==> src/rtl/mix_addchar_unit_if.sv <==
// Sequencer-side bundle for the MIX ADD/CHAR execution unit: start/stop strobes,
// operands and results for both instructions.
interface mix_addchar_unit_if;
    logic        add_start;
    logic [30:0] add_in1;
    logic [30:0] add_in2;
    logic        add_stop;
    logic [30:0] add_out;
    logic        add_overflow;
    logic        char_start;
    logic [29:0] char_in;
    logic        char_stop;
    logic        char_busy;
    logic [59:0] char_out;

    modport master (
        output add_start, add_in1, add_in2, char_start, char_in,
        input  add_stop, add_out, add_overflow, char_stop, char_busy, char_out
    );

    modport slave (
        input  add_start, add_in1, add_in2, char_start, char_in,
        output add_stop, add_out, add_overflow, char_stop, char_busy, char_out
    );
endinterface

==> src/rtl/mix_addchar_unit.sv <==
// MIX ADD (sign-magnitude add, combinational value path, registered stop strobe) and
// CHAR (30-bit binary to ten character codes via one-bit-per-cycle double-dabble).
module mix_addchar_unit (
    input  logic                 clk,
    input  logic                 reset,
    mix_addchar_unit_if.slave    bus
);

    typedef enum logic [1:0] {
        IDLE,
        CONV,
        DONE
    } char_state_t;

    // ADD value path
    logic        sign1;
    logic        sign2;
    logic [29:0] mag1;
    logic [29:0] mag2;
    logic [30:0] sum_same;
    logic        mag1_ge;
    logic [29:0] mag_diff;
    logic [30:0] add_result;
    logic        add_ovf;

    assign sign1    = bus.add_in1[30];
    assign sign2    = bus.add_in2[30];
    assign mag1     = bus.add_in1[29:0];
    assign mag2     = bus.add_in2[29:0];
    assign sum_same = {1'b0, mag1} + {1'b0, mag2};
    assign mag1_ge  = (mag1 >= mag2);
    assign mag_diff = mag1_ge ? (mag1 - mag2) : (mag2 - mag1);

    // Equal magnitudes with opposite signs take rA's sign via the mag1_ge branch.
    always_comb begin
        add_result = '0;
        add_ovf    = 1'b0;
        if (sign1 == sign2) begin
            add_result = {sign1, sum_same[29:0]};
            add_ovf    = sum_same[30];
        end else begin
            add_result = {(mag1_ge ? sign1 : sign2), mag_diff};
            add_ovf    = 1'b0;
        end
    end

    assign bus.add_out      = add_result;
    assign bus.add_overflow = add_ovf;

    // CHAR conversion state
    char_state_t state_reg;
    logic [4:0]  count_reg;
    logic [29:0] bin_reg;
    logic [39:0] bcd_reg;
    logic [39:0] bcd_adj;
    logic [39:0] bcd_next;
    logic [59:0] code_next;
    logic [59:0] char_out_reg;
    logic        char_stop_reg;
    logic        char_busy_reg;
    logic        add_stop_reg;

    generate
        for (genvar gi = 0; gi < 10; gi++) begin : g_digit
            assign bcd_adj[gi*4 +: 4] = (bcd_reg[gi*4 +: 4] >= 4'd5)
                                        ? (bcd_reg[gi*4 +: 4] + 4'd3)
                                        : bcd_reg[gi*4 +: 4];
            assign code_next[gi*6 +: 6] = 6'd30 + {2'b00, bcd_next[gi*4 +: 4]};
        end
    endgenerate

    assign bcd_next = {bcd_adj[38:0], bin_reg[29]};

    always_ff @(posedge clk) begin
        if (reset) begin
            state_reg     <= IDLE;
            count_reg     <= '0;
            bin_reg       <= '0;
            bcd_reg       <= '0;
            char_out_reg  <= '0;
            char_stop_reg <= 1'b0;
            char_busy_reg <= 1'b0;
            add_stop_reg  <= 1'b0;
        end else begin
            add_stop_reg <= bus.add_start;
            case (state_reg)
                IDLE: begin
                    char_stop_reg <= 1'b0;
                    if (bus.char_start) begin
                        bin_reg       <= bus.char_in;
                        bcd_reg       <= '0;
                        count_reg     <= 5'd30;
                        char_busy_reg <= 1'b1;
                        state_reg     <= CONV;
                    end
                end
                CONV: begin
                    bin_reg   <= {bin_reg[28:0], 1'b0};
                    bcd_reg   <= bcd_next;
                    count_reg <= count_reg - 5'd1;
                    // Last shift: publish the final digits straight from bcd_next.
                    if (count_reg == 5'd1) begin
                        char_out_reg  <= code_next;
                        char_stop_reg <= 1'b1;
                        state_reg     <= DONE;
                    end
                end
                DONE: begin
                    char_stop_reg <= 1'b0;
                    char_busy_reg <= 1'b0;
                    state_reg     <= IDLE;
                end
                default: begin
                    char_stop_reg <= 1'b0;
                    char_busy_reg <= 1'b0;
                    state_reg     <= IDLE;
                end
            endcase
        end
    end

    assign bus.add_stop  = add_stop_reg;
    assign bus.char_stop = char_stop_reg;
    assign bus.char_busy = char_busy_reg;
    assign bus.char_out  = char_out_reg;

endmodule

==> src/flat_wrapper.sv <==
// flat-port wrapper written by rule: the top's interface ports become plain ports
module mix_addchar_unit_flat 
  (clk, reset, bus_add_start, bus_add_in1, bus_add_in2, bus_char_start, bus_char_in, bus_add_stop, bus_add_out, bus_add_overflow, bus_char_stop, bus_char_busy, bus_char_out);
  mix_addchar_unit_if bus_i ();
  input  logic clk;
  input  logic reset;
  input wire logic [$bits(bus_i.add_start)-1:0] bus_add_start;
  input wire logic [$bits(bus_i.add_in1)-1:0] bus_add_in1;
  input wire logic [$bits(bus_i.add_in2)-1:0] bus_add_in2;
  input wire logic [$bits(bus_i.char_start)-1:0] bus_char_start;
  input wire logic [$bits(bus_i.char_in)-1:0] bus_char_in;
  output wire logic [$bits(bus_i.add_stop)-1:0] bus_add_stop;
  output wire logic [$bits(bus_i.add_out)-1:0] bus_add_out;
  output wire logic [$bits(bus_i.add_overflow)-1:0] bus_add_overflow;
  output wire logic [$bits(bus_i.char_stop)-1:0] bus_char_stop;
  output wire logic [$bits(bus_i.char_busy)-1:0] bus_char_busy;
  output wire logic [$bits(bus_i.char_out)-1:0] bus_char_out;
  assign bus_i.add_start = bus_add_start;
  assign bus_i.add_in1 = bus_add_in1;
  assign bus_i.add_in2 = bus_add_in2;
  assign bus_i.char_start = bus_char_start;
  assign bus_i.char_in = bus_char_in;
  assign bus_add_stop = bus_i.add_stop;
  assign bus_add_out = bus_i.add_out;
  assign bus_add_overflow = bus_i.add_overflow;
  assign bus_char_stop = bus_i.char_stop;
  assign bus_char_busy = bus_i.char_busy;
  assign bus_char_out = bus_i.char_out;
  mix_addchar_unit u_core (.clk(clk), .reset(reset), .bus(bus_i));
endmodule
==> config.mk <==
export PLATFORM = sky130hd
export DESIGN_NAME = mix_addchar_unit_flat
export DESIGN_NICKNAME = d
export VERILOG_FILES = /design/src/rtl/mix_addchar_unit_if.sv /design/src/rtl/mix_addchar_unit.sv /design/src/flat_wrapper.sv
export SDC_FILE = /design/constraint.sdc
export NUM_CORES = 1
export LEC_CHECK = 0
export BUFFER_PORTS_ARGS = -buffer_cell sky130_fd_sc_hd__buf_2
export CORE_ASPECT_RATIO = 0.5
export CORE_MARGIN = 3
export CORE_UTILIZATION = 40
export DETAILED_ROUTE_END_ITERATION = 12
export MAX_ROUTING_LAYER = met4
export PLACE_DENSITY = 0.61
export SLEW_MARGIN = 5
export SYNTH_ARGS = -nofsm -noshare
export SYNTH_HDL_FRONTEND = slang
export SYNTH_SLANG_ARGS = --single-unit
==> constraint.sdc <==
create_clock -name clk -period 3.15 [get_ports clk]
set_input_delay 0.315 -clock clk [delete_from_list [all_inputs] [get_ports clk]]
set_output_delay 0.315 -clock clk [all_outputs]
set_load 0.05 [all_outputs]
Word-level counts from Yosys, hierarchy flattened:

Index checks and enable logic that the tools add are counted.

* logic and storage cells: 81
* ROM bits: 0
* bits in latches: 0
* memories: 0
* RAM bits: 0
* flip-flop bits (word level): 140
* input port bits: 96

* shifts and indexed selects: 0
* magnitude comparators: 11
* multiplexer cells: 25
* $mul: 0
* add/subtract/negate cells: 24
* reduce and logical (&&, ||, !) cells: 7
* equal/unequal tests: 5
* bitwise operators: 1
* divide/modulo/power cells: 0

Operators by type and width (count)
* $pmux 40 s2: 1
* $add 5x4->6 const A: 10
* $mux 30: 2
* $pmux 30 s2: 1
* $sub 30x30->30: 2
* $ge 4x3->1 const B: 10
* $mux 40: 1
* $add 4x2->4 const B: 9
* $mux 4: 9
* $add 30x30->31: 1
* $mux 31: 1
* $ge 30x30->1: 1
* $pmux 5 s2: 1
* $reduce_and 2->1: 4
* $eq 5x1->1 const B: 1
* $mux 5: 1
* $sub 5x1->5 const B: 1
* $mux 2: 2
* $pmux 2 s2: 1
* $add 3x2->3 const B: 1
* $mux 1: 3
* $mux 3: 1
* $eq 2x1->1 const B: 1
* $logic_not 2->1: 1
* 7 further kinds: 7

Longest topological paths before layout:

* depth after elaboration: 3
* depth in mapped cells: 14
* mapped depth without buffers: 12

Worst setup path after synthesis:

Ideal clock, no wire load.

* path kind: in2out
* from: input bus_add_in2[0]
* to: output bus_add_overflow
* data required time: 2.835 ns
* stages: 12
* path slack: -0.755 ns
* arrival time: 3.590 ns
* cell sequence: ha_1 > inv_1 > fa_1 > nor2_1 > o311ai_0 > a21oi_1 > a31oi_1 > a41o_1 > o311a_1 > a211oi_1 > a2111oi_0 > nor3_1

* longest elaborated chain between the ends: 2

RTL lines
* start: declaration: RTL line flat_wrapper.sv:9 `input wire logic [$bits(bus_i.add_in2)-1:0] bus_add_in2;`
* $add 30x30->31: RTL line mix_addchar_unit.sv:30 `assign sum_same = {1'b0, mag1} + {1'b0, mag2};`
* $mux 1: RTL line mix_addchar_unit.sv:38 `if (sign1 == sign2) begin`
* end: declaration: RTL line flat_wrapper.sv:14 `output wire logic [$bits(bus_i.add_overflow)-1:0] bus_add_overflow;`

No other way between the ends.

Worst setup path after layout:

* from: input bus_add_in2[11]
* to: output bus_add_out[8]

* longest elaborated chain between the ends: 3

RTL lines
* $ge 30x30->1: RTL line mix_addchar_unit.sv:31 `assign mag1_ge = (mag1 >= mag2);`
* $mux 30: RTL line mix_addchar_unit.sv:32 `assign mag_diff = mag1_ge ? (mag1 - mag2) : (mag2 - mag1);`
* $mux 31: RTL line mix_addchar_unit.sv:38
* end: declaration: RTL line flat_wrapper.sv:13 `output wire logic [$bits(bus_i.add_out)-1:0] bus_add_out;`

No other way between the ends.

==> impl_summary.md <==
Synth
The summed instance area of the synthesized netlist is around 0.011 mm². The post-synthesis sequential area ratio is between 20% and 30%. The number of synthesized flops with an enable pin is 0.

The number of synthesis warnings is 0. The dominant cell type by area after synthesis is sky130_fd_sc_hd__dfxtp_1. The flip-flop and latch count after synthesis is 140. The total nets after synthesis is around 1700. For this run, the leading register cell type out of synthesis is sky130_fd_sc_hd__dfxtp_1. The number of different library cells used by synthesis comes to 78.

The top cell type's share of synthesized area is around 25%. After synthesis, the mean cell area works out to ~7.6 µm². After synthesis, the cell types taking the most area are sky130_fd_sc_hd__dfxtp_1 (25%), sky130_fd_sc_hd__ha_1 (16%), sky130_fd_sc_hd__a21oi_1 (6.4%). Counting flops with an async set or reset pin after synthesis yields a share of 0%. In the synthesized netlist, the number of instances is 1455.

Setup path
The critical path data arrival time is between 3 and 4 ns. The slack of the worst reg-to-reg path is 0.65 ns. The element type at the critical path start is an input port. In this run the critical register-to-register path is captured at u_core.bus.char_out[43]. The startpoint of the lowest-slack register-to-register path is u_core.state_reg[0].

At the worst endpoint, the required time is about 2.8 ns. The largest fanout on the critical path is 5. Walking the worst path, the cells encountered are buf_8 -> inv_4 -> ha_4 -> buf_6 -> nand4_1 -> or4_4 -> o221ai_4 -> buf_6 -> a21oi_4 -> mux2_4 -> a221o_1 -> o21ai_2 -> xnor2_4 -> buf_6. The biggest cell delay along the critical path is about 0.51 ns.

The critical-path cell with the highest stage delay is sky130_fd_sc_hd__or4_4. By startpoint and endpoint, the worst setup path is classified as in -> out. The depth of the worst register-to-register path is 6. The capturing element type of the critical path is an output pin. Counting stages on the worst path, the most repeated cell is sky130_fd_sc_hd__buf_6.

Timing
The actual slew at the worst max-slew pin is around 1.1 ns. The post-route clock period utilization is 111%. The worst-case setup margin in the final layout is -0.347 ns. Across the routed clock network, the largest skew measured is about 0.009 ns. Setup repair after global routing could not meet its margin everywhere. Static timing analysis puts the maximum clock frequency at between 200 and 300 MHz. Headroom to the max-slew limit came out at a little over a quarter. The final hold violation count is 0.

The smallest hold slack is roughly 0.12 ns. The max-slew violation count is 0. Setup violations remaining at the end of the flow were counted as 30. The time the final worst path needs with I/O delays and setup is 3.50 ns.

Global routing
The global-route wire length before repair is approximately 60 mm. Entering global routing, the biggest net connects 100 pins. The final global-route overflow total is 0. The number of antenna violations at the first check in global routing is 2. The number of global-route vias before repair is roughly 12000. The global router's overall resource usage is 25.8%.

Finish
The utilization after layout is around 66%. The number of nets in the finished design is between 2000 and 2500. The finished cells cover roughly 0.018 mm².

The layout overhead on the synthesized area is 58.6%. The register with the most flip-flops in the layout has 60 of them. After filler insertion, the fill cell instance count of the layout stands at between 2000 and 2500. The post-layout instance count excluding filler cells is 2307. The post-route netlist has approximately 41% of its cells at a drive strength greater than 1.

Clock network
The TritonCTS sink count is 140. Clock tree synthesis inserted a total of 17 buffers. The clock reaches the later pin of the worst-skew pair after around 0.41 ns. The H-tree was split into 4 levels.

The maximum clock insertion buffer count is 2. After clock tree synthesis, the clock-pin slew on the worst setup and hold paths is 0.06 ns. The cell sitting at the root of the clock tree is a sky130_fd_sc_hd__clkbuf_16. The post-cts hold buffer count is 0. The TritonCTS clock tree is done.

Floorplan
The initial cell density of the core is between 40% and 50%. From left edge to right edge, the die measures approximately 240 µm. In this run the vertical extent of the chip is ~120 µm. The die area is 0.0299 mm². The number of standard-cell rows in the floorplan is 42.

The area of the core is 0.0269 mm². The count of boundary I/O pins is roughly 190.

Hold path
The type of the worst min-delay path is in -> reg. In this run the most critical hold path is launched from bus_char_in[0]. The worst-case hold path end point is u_core.bin_reg[0]. Along the worst hold path, the cell count comes to 2.

Routing
For this block, the initial DRC count from the detailed router was 803. Dividing the detail-routed wire length by the instance count gives ~17 µm. The total length of routed wires is between 30 and 40 mm. After detailed routing, the number of vias per cell comes to ~5.3.

The number of design rule violations left after detail routing is 0. The remaining antenna violation count after routing is 0. The first detailed-routing pass took 5 iterations. The total vias in the final route is around 12000.

Placed design
At the end of routability-driven placement, the weighted congestion stood at ~0.98. Buffers placed on the I/O ports in this run total 190. The placed instances occupy a cell area of ~0.015 mm². Once detailed placement completed, the half-perimeter wirelength came to just under 30 mm. The placed instance count is 2228.

Run status
The run finished, with violations left. The checks that failed: negative setup slack.

Power
Overall power consumption after layout is estimated at 7.16 mW. The areal power density over the cells is 407 mW/mm². In this run the static leakage power is ~7.6 nW. The maximum vdd drop is between 0.3 and 0.4 mV.

Job
The tool flagged a number of max-cap violations equal to 0.
[placed cells by master (no fill, tap or decap), types with 7 or more instances in the layout]
master / netlist / routed
sky130_fd_sc_hd__o21ai_0: 86 / 75
sky130_fd_sc_hd__dfxtp_1: 140 / 140
sky130_fd_sc_hd__inv_1: 121 / 101
sky130_fd_sc_hd__a21o_1: 15 / 14
sky130_fd_sc_hd__buf_2: 8 / 141
sky130_fd_sc_hd__o21ai_2: 1 / 9
sky130_fd_sc_hd__nor2_4: 0 / 8
sky130_fd_sc_hd__mux2_2: 14 / 12
sky130_fd_sc_hd__o211ai_1: 8 / 8
sky130_fd_sc_hd__nand3_1: 13 / 9
sky130_fd_sc_hd__nor2_1: 176 / 165
sky130_fd_sc_hd__a2bb2oi_1: 7 / 7
sky130_fd_sc_hd__clkbuf_16: 0 / 17
sky130_fd_sc_hd__a211oi_1: 59 / 46
sky130_fd_sc_hd__buf_12: 0 / 8
sky130_fd_sc_hd__xnor2_2: 0 / 14
sky130_fd_sc_hd__nor3_1: 37 / 32
sky130_fd_sc_hd__a211oi_2: 1 / 10
sky130_fd_sc_hd__xnor2_4: 0 / 10
sky130_fd_sc_hd__nor3b_1: 19 / 19
sky130_fd_sc_hd__a21oi_4: 2 / 11
sky130_fd_sc_hd__a311oi_1: 19 / 16
sky130_fd_sc_hd__nand2_1: 121 / 113
sky130_fd_sc_hd__nor2b_1: 12 / 11
sky130_fd_sc_hd__o21bai_1: 17 / 17
sky130_fd_sc_hd__buf_6: 7 / 66
sky130_fd_sc_hd__inv_2: 1 / 11
sky130_fd_sc_hd__a21oi_1: 142 / 122
sky130_fd_sc_hd__xnor2_1: 34 / 10
sky130_fd_sc_hd__nand2b_1: 22 / 20
sky130_fd_sc_hd__ha_4: 0 / 30
sky130_fd_sc_hd__nand4_1: 25 / 25
sky130_fd_sc_hd__buf_4: 4 / 302
sky130_fd_sc_hd__a21oi_2: 2 / 13
sky130_fd_sc_hd__inv_4: 0 / 8
sky130_fd_sc_hd__a31oi_4: 0 / 7
sky130_fd_sc_hd__ha_1: 138 / 107
[critical path, delay by kind of cell]
family,cells,cell delay (ns)
AO/OA/AOI/OAI,4,0.78
XOR/XNOR,1,0.17
adder cells (fa/ha/maj),1,0.28
multiplexers,1,0.31
AND/OR/NAND/NOR,2,0.78
buffers and inverters,5,0.55
[power by group]
part	internal [mW]	total, mW	switching (mW)
clock	1.14	1.87	0.730
sequential	1.84	1.89	0.0479
combinational	1.53	3.40	1.87
[cells by family (layout without fill, tap and decap cells)]
| logic type | Yosys count | count (layout) | synth area share [%] |
|---|---|---|---|
| xor gates and xnor gates | 39 | 39 | 3.08 |
| DFF | 140 | 140 | 25.3 |
| and+or+nand+nor | 468 | 468 | 19.6 |
| adders and majority gates | 141 | 141 | 16.1 |
| other | 0 | 2 | 0 |
| buffers and inverters | 201 | 677 | 7.51 |
| AOI/OAI and AO/OA | 438 | 438 | 25.7 |
| muxes | 28 | 28 | 2.73 |
[routing by layer]
layer  global-route usage (%)  wire length (µm)
met4                     9.80              1090
met2                     45.5             19000
met3                     3.57              1880
met1                     30.5             16700
met5                        -                 0
[through the flow]
| step | TNS, ns | setup WS, ns |
|---|---|---|
| 4_1_cts | -5.60 | -0.368 |
| 3_3_place_gp | -15.10 | -0.711 |
| 5_1_grt | -8.14 | -0.407 |
| 6_report | -6.06 | -0.347 |
| 2_1_floorplan | -2.24 | -0.233 |
| 3_5_place_dp | -16.29 | -0.719 |
[cells in the mapped netlist, types with 19 or more instances]
master,count
sky130_fd_sc_hd__a21oi_1,142
sky130_fd_sc_hd__a311oi_1,19
sky130_fd_sc_hd__nor3b_1,19
sky130_fd_sc_hd__nor2_1,176
sky130_fd_sc_hd__a211oi_1,59
sky130_fd_sc_hd__clkbuf_1,54
sky130_fd_sc_hd__dfxtp_1,140
sky130_fd_sc_hd__nand4_1,25
sky130_fd_sc_hd__nor3_1,37
sky130_fd_sc_hd__inv_1,121
sky130_fd_sc_hd__nand2_1,121
sky130_fd_sc_hd__o21ai_0,86
sky130_fd_sc_hd__ha_1,138
sky130_fd_sc_hd__nand2b_1,22
sky130_fd_sc_hd__xnor2_1,34
[worst max path at each step]
stage               slack (ns)  cells past startpoint            start               to
floorplan                -0.23                     12  bus_add_in1[13]   bus_add_out[4]
global placement         -0.71                     14   bus_add_in2[0]  bus_add_out[28]
detailed placement       -0.72                     13  bus_add_in2[21]  bus_add_out[28]
CTS                      -0.37                     13  bus_add_in2[17]   bus_add_out[8]
global route             -0.41                     13  bus_add_in2[17]   bus_add_out[8]
finish                   -0.35                     14  bus_add_in2[11]   bus_add_out[8]
[layout make-up]
cell class | count | area, µm² | area share (%)
multi-input combinational | 1114 | 9280 | 52.7
tap | 374 | 468 | 2.66
clock buffer | 22 | 474 | 2.69
clock inverter | 9 | 90.1 | 0.512
timing repair buffer | 523 | 3980 | 22.6
inverter | 123 | 494 | 2.81
sequential | 140 | 2800 | 15.9
antenna | 2 | 5.00 | 0.0284
[repair_timing]
item,CTS,global route
resized for setup,287,55
endpoints found under the setup margin,31,31
hold endpoints to repair,0,0
setup buffers,37,12
pin swaps,107,56
gates cloned,1,0
Note: power is estimated with default switching activity, not from simulation.
